$ cat config.mk
export PLATFORM = sky130hd
export DESIGN_NAME = lsu
export DESIGN_NICKNAME = d
export VERILOG_FILES = /design/src/rtl/lsu_pkg.sv /design/src/rtl/lsu_load_extract.sv /design/src/rtl/lsu.sv
export SDC_FILE = /design/constraint.sdc
export NUM_CORES = 1
export LEC_CHECK = 0
export BUFFER_PORTS_ARGS = -buffer_cell sky130_fd_sc_hd__buf_2
export CAP_MARGIN = 10
export CORE_MARGIN = 5
export CORE_UTILIZATION = 30
export DETAILED_ROUTE_END_ITERATION = 6
export MAX_ROUTING_LAYER = met4
export PLACE_DENSITY = 0.59
export SETUP_SLACK_MARGIN = 0.05
export SLEW_MARGIN = 30
export SYNTH_ARGS = -nofsm -noshare
export SYNTH_HDL_FRONTEND = slang
export SYNTH_SLANG_ARGS = --single-unit
$ cat constraint.sdc
create_clock -name clk_i -period 4.4 [get_ports clk_i]
set_input_delay 0.66 -clock clk_i [delete_from_list [all_inputs] [get_ports clk_i]]
set_output_delay 0.66 -clock clk_i [all_outputs]
set_load 0.02 [all_outputs]
$ cat src/rtl/lsu_pkg.sv
// Shared definitions for the load/store unit: access-size encodings and FSM states.
package lsu_pkg;

  // funct3 access-size encodings as presented by the core
  localparam logic [2:0] LDST_B  = 3'd0;
  localparam logic [2:0] LDST_H  = 3'd1;
  localparam logic [2:0] LDST_W  = 3'd2;
  localparam logic [2:0] LDST_BU = 3'd4;
  localparam logic [2:0] LDST_HU = 3'd5;

  typedef enum logic [1:0] {
    IDLE,
    WAIT,
    DONE,
    DRAIN
  } lsu_state_t;

endpackage

$ cat src/rtl/lsu_load_extract.sv
// Load data extraction: picks the addressed byte/half from a bus word and extends it.
module lsu_load_extract
  import lsu_pkg::*;
(
  input  logic [31:0] rdata_i,
  input  logic [1:0]  off_i,
  input  logic [2:0]  size_i,
  output logic [31:0] data_o
);

  logic [7:0]  byte_sel;
  logic [15:0] half_sel;

  // Lane select followed by sign/zero extension according to access size
  always_comb begin
    byte_sel = rdata_i[7:0];
    case (off_i)
      2'd1:    byte_sel = rdata_i[15:8];
      2'd2:    byte_sel = rdata_i[23:16];
      2'd3:    byte_sel = rdata_i[31:24];
      default: byte_sel = rdata_i[7:0];
    endcase
    half_sel = off_i[1] ? rdata_i[31:16] : rdata_i[15:0];
    case (size_i)
      LDST_B:  data_o = {{24{byte_sel[7]}}, byte_sel};
      LDST_BU: data_o = {24'd0, byte_sel};
      LDST_H:  data_o = {{16{half_sel[15]}}, half_sel};
      LDST_HU: data_o = {16'd0, half_sel};
      LDST_W:  data_o = rdata_i;
      default: data_o = '0;
    endcase
  end

endmodule

$ cat src/rtl/lsu.sv
// Load/store unit between the single-cycle core's data port and a ready-handshake bus.
module lsu
  import lsu_pkg::*;
(
  input  logic        clk_i,
  input  logic        rst_i,
  input  logic        core_req_i,
  input  logic        core_we_i,
  input  logic [2:0]  core_size_i,
  input  logic [31:0] core_addr_i,
  input  logic [31:0] core_wd_i,
  output logic [31:0] core_rd_o,
  output logic        core_stall_o,
  output logic        access_err_o,
  output logic        mem_req_o,
  output logic        mem_we_o,
  output logic [3:0]  mem_be_o,
  output logic [31:0] mem_addr_o,
  output logic [31:0] mem_wd_o,
  input  logic [31:0] mem_rd_i,
  input  logic        mem_ready_i
);

  lsu_state_t  state_q, state_d;
  logic [31:0] rdata_q, rdata_d;
  logic [1:0]  off_q, off_d;
  logic [2:0]  size_q, size_d;
  logic [31:0] addr_q, addr_d;
  logic [31:0] wd_q, wd_d;
  logic [3:0]  be_q, be_d;
  logic        we_q, we_d;

  logic        size_ok;
  logic        misalign;
  logic        err;
  logic [3:0]  be_c;
  logic [31:0] wd_c;
  logic [31:0] ext;

  lsu_load_extract u_extract (
    .rdata_i (rdata_q),
    .off_i   (off_q),
    .size_i  (size_q),
    .data_o  (ext)
  );

  // Request legality check and store lane mapping from the core's inputs
  always_comb begin
    size_ok  = 1'b1;
    misalign = 1'b0;
    be_c     = 4'b1111;
    wd_c     = core_wd_i;
    case (core_size_i)
      LDST_B, LDST_BU: begin
        be_c = 4'b0001 << core_addr_i[1:0];
        wd_c = {4{core_wd_i[7:0]}};
      end
      LDST_H, LDST_HU: begin
        misalign = core_addr_i[0];
        be_c     = core_addr_i[1] ? 4'b1100 : 4'b0011;
        wd_c     = {2{core_wd_i[15:0]}};
      end
      LDST_W:  misalign = |core_addr_i[1:0];
      default: size_ok = 1'b0;
    endcase
    if (!core_we_i) be_c = 4'b1111;
    err = core_req_i && (!size_ok || misalign);
  end

  assign access_err_o = err;

  // Next-state logic and bus/core outputs; IDLE drives the bus straight from the
  // core, the other states from the copy latched at acceptance (identical while
  // the core holds its inputs, and still valid after a trap drops the request)
  always_comb begin
    state_d      = state_q;
    rdata_d      = rdata_q;
    off_d        = off_q;
    size_d       = size_q;
    addr_d       = addr_q;
    wd_d         = wd_q;
    be_d         = be_q;
    we_d         = we_q;
    mem_req_o    = 1'b0;
    core_stall_o = 1'b0;
    mem_we_o     = we_q;
    mem_be_o     = be_q;
    mem_addr_o   = addr_q;
    mem_wd_o     = wd_q;
    core_rd_o    = '0;
    case (state_q)
      IDLE: begin
        mem_we_o   = core_we_i;
        mem_be_o   = be_c;
        mem_addr_o = {core_addr_i[31:2], 2'b00};
        mem_wd_o   = wd_c;
        if (core_req_i && !err) begin
          mem_req_o    = 1'b1;
          core_stall_o = 1'b1;
          off_d        = core_addr_i[1:0];
          size_d       = core_size_i;
          addr_d       = {core_addr_i[31:2], 2'b00};
          we_d         = core_we_i;
          be_d         = be_c;
          wd_d         = wd_c;
          if (mem_ready_i) begin
            rdata_d = mem_rd_i;
            state_d = DONE;
          end else begin
            state_d = WAIT;
          end
        end
      end
      WAIT: begin
        mem_req_o    = 1'b1;
        core_stall_o = 1'b1;
        // a trap dropping the request never aborts the bus; a ready landing in
        // the same cycle already completes it, so skip DRAIN in that case
        if (!core_req_i) begin
          state_d = mem_ready_i ? IDLE : DRAIN;
        end else if (mem_ready_i) begin
          rdata_d = mem_rd_i;
          state_d = DONE;
        end
      end
      DRAIN: begin
        mem_req_o    = 1'b1;
        core_stall_o = 1'b1;
        if (mem_ready_i) state_d = IDLE;
      end
      DONE: begin
        core_rd_o = ext;
        state_d   = IDLE;
      end
      default: state_d = IDLE;
    endcase
  end

  // State and capture registers with synchronous reset
  always_ff @(posedge clk_i) begin
    if (rst_i) begin
      state_q <= IDLE;
      rdata_q <= '0;
      off_q   <= '0;
      size_q  <= '0;
      addr_q  <= '0;
      wd_q    <= '0;
      be_q    <= '0;
      we_q    <= 1'b0;
    end else begin
      state_q <= state_d;
      rdata_q <= rdata_d;
      off_q   <= off_d;
      size_q  <= size_d;
      addr_q  <= addr_d;
      wd_q    <= wd_d;
      be_q    <= be_d;
      we_q    <= we_d;
    end
  end

endmodule

==> metrics.yaml <==
sta:
  fin_crit_ns: 3.15
  finalCritPeriodShare_pct: 71.5
  max_slew_margin_pct: 44.0
  hold_violations: 0
  rsz0062_at_grt: "no"
  skew_ns: 0.00817
  setup_viol: 0
  worstMarginPinSlew_ns: 0.840
  slew_viol_final: 0
  setup-tns-final_ns: 0
  max_freq_mhz: 318
min_path:
  holdPathStages: 2
  hp-start: "we_q"
  worstHoldEndpoint: "we_q"
  hp-class: "reg -> reg"
clock_tree:
  cts_resized: 0
  cts_tree: "done"
  cts_setup_buffers: 0
  clockBufferDepth: 2
  clk_pin_slew_ns: 0.07
  htreeDepth: 3
  numCtsBuffers: 9
  clock_sinks: 106
  cts-hold-fix-buffers: 0
  clk_latency_ns: 0.35
  clock-root-buffer: "clkbuf_16"
power_and_ir_drop:
  power.total_w: 0.00229
  leakage_nw: 2.98
  power_density_nw_per_um2: 324
  irDropWorstVdd_mv: 0.177
finish:
  drive_gt1_share_pct: 25.8
  postLayoutCoreUtil_pct: 38.0
  regArea_um2: 2120
  fin_nets: 1082
  n_fill_cell: 2011
  area_growth_syn_to_layout_pct: 25.2
  fin_cells: 1217
  diodes: 0
  multiInputGateArea_um2: 3240
grt:
  grt_pass1_vias: 5724
  track_usage_pct: 17.5
  antenna_found_initial: 0
  grt_pass1_wl_um: 30300
  overflow: 0
  grt_max_degree: 96
placed_design:
  placed_cells: 1200
  portBuffers: 205
  finalWeightedCongestion: 0.847
  hpwl_um: 13100
critical_path:
  cp-end-kind: "primary output"
  worstPathMaxFanout: 16
  worstPathRequired_ns: 3.74
  r2r-start: "state_q[0]"
  rr_worst_depth: 6
  crit_type: "reg -> out"
  regToRegEndpoint: "addr_q[6]"
  rrSetupSlack_ns: 1.95
  crit_arrival_ns: 2.49
  cp-start-kind: "flip-flop"
routing:
  ant_nets: 0
  drtIter0Drc: 290
  drc: 0
  via_count: 5987
  wl_um: 19000
  viasPerCell: 4.92
  drt-wirelength-per-cell_um: 15.6
  first_pass_iters: 5
synthesis:
  synth-seq-cells: 106
  synth.distinct_cells: 39
  synth-main-ff-cell: "dfxtp_1"
  synth_edf_count: 0
  netlist_instances: 816
  syn-cell-area_um2: 5630
  syn_area_per_cell_um2: 6.90
  synth_seq_area_share_pct: 37.7
  ys_warn_count: 0
  async_flop_share_pct: 0
floorplan:
  initial_core_util_pct: 30.3
  die_area_um2: 21600
  pin_count: 208
  die_width_um: 147
  die_h_um: 147
  design.core.area_um2: 18600
  rows: 50
run_status:
  outcome: "completed"
flow_run:
  max_cap_violations: 0
[cell usage after synthesis (all sizes together), types with 2 or more instances]
cell / count / area, um^2
o221a: 6 / 67.6
nor2: 47 / 179
dfxtp: 106 / 2120
a211oi: 21 / 158
o21bai: 2 / 15.0
clkbuf: 35 / 131
nand2: 323 / 1210
o32a: 6 / 60.1
nor3: 2 / 10.0
a22oi: 7 / 52.6
nand2b: 4 / 25.0
o21ai: 36 / 180
buf: 31 / 164
mux2: 9 / 101
inv: 4 / 15.0
mux2i: 31 / 310
a21oi: 119 / 599
and2: 10 / 62.6
[state kept, by name, summed over array words and instances (netlist names)]
register  count
we_q          1
off_q         2
wd_q         32
size_q        3
rdata_q      32
be_q          4
state_q       2
addr_q       30
[per-stage QoR]
stage / instance area [um^2] / hold slack [ns] / setup slack, ns
2_1_floorplan: 5640 / 0.437 / 1.83
3_5_place_dp: 6770 / 0.450 / 1.42
5_1_grt: 7060 / 0.479 / 1.14
4_1_cts: 7040 / 0.461 / 1.26
3_3_place_gp: 6770 / 0.442 / 1.48
6_report: 7060 / 0.457 / 1.25
[worst max path at each step]
stage,from,to
2_1_floorplan,core_size_i[1],mem_wd_o[28]
4_1_cts,off_q[0],core_rd_o[31]
5_1_grt,off_q[0],core_rd_o[21]
3_5_place_dp,core_size_i[1],addr_q[4]
6_report,off_q[0],core_rd_o[31]
3_3_place_gp,core_size_i[1],addr_q[11]
[cells in the final DEF, fill, tap and decap left out, drive strengths merged, types with 4 or more instances in the layout]
| master | count |
|---|---|
| a22oi | 7 |
| dfxtp | 106 |
| o32a | 6 |
| o21ai | 36 |
| nand2b | 4 |
| a21oi | 119 |
| nor2 | 47 |
| buf | 216 |
| nand2 | 323 |
| mux2 | 9 |
| and2 | 10 |
| inv | 4 |
| mux2i | 31 |
| o221a | 6 |
| a211oi | 21 |
| clkbuf | 12 |
[critical path, stage by stage (launching register included)]
cell and delay (ns):
dfxtp_1 0.41, mux4_2 0.51, and2_1 0.20, a21oi_2 0.60, a21oi_1 0.19, buf_2 0.21
[final cells by class]
class	instances	share of cell area, %
multi-input combinational	641	45.9
tap	234	4.15
sequential	106	30.1
clock inverter	4	0.408
timing repair buffer	216	15.9
inverter	4	0.213
clock buffer	12	3.35
[layer usage]
layer  wire length [um]  part of all wire (%)  vias to the layer above  global-route usage (%)
li1                   -                     -                     3045                       -
met1               8400                    44                     2717                    22.3
met2               8800                    46                      206                    27.4
met3               1470                   7.7                       19                    5.46
met4                299                   1.6                        0                    4.01
met5                  0                     0                        -                       -
[power by group]
| group | switching [W] | total, W | internal (W) |
|---|---|---|---|
| logic | 0.000319 | 0.000486 | 0.000168 |
| registers | 0.0000339 | 0.00104 | 0.00101 |
| clock network | 0.000373 | 0.000759 | 0.000386 |
| total | 0.000726 | 0.00229 | 0.00156 |
[kinds of logic after synthesis]
kind of cell | Yosys count | share of synthesized area (%)
flip-flops | 106 | 37.7
multiplexers | 41 | 7.71
AND/OR/NAND/NOR | 391 | 27.3
AO/OA/AOI/OAI | 207 | 21.8
buffers and inverters | 70 | 5.51
other | 1 | 0.0666
(Power assumes the default switching activity.)
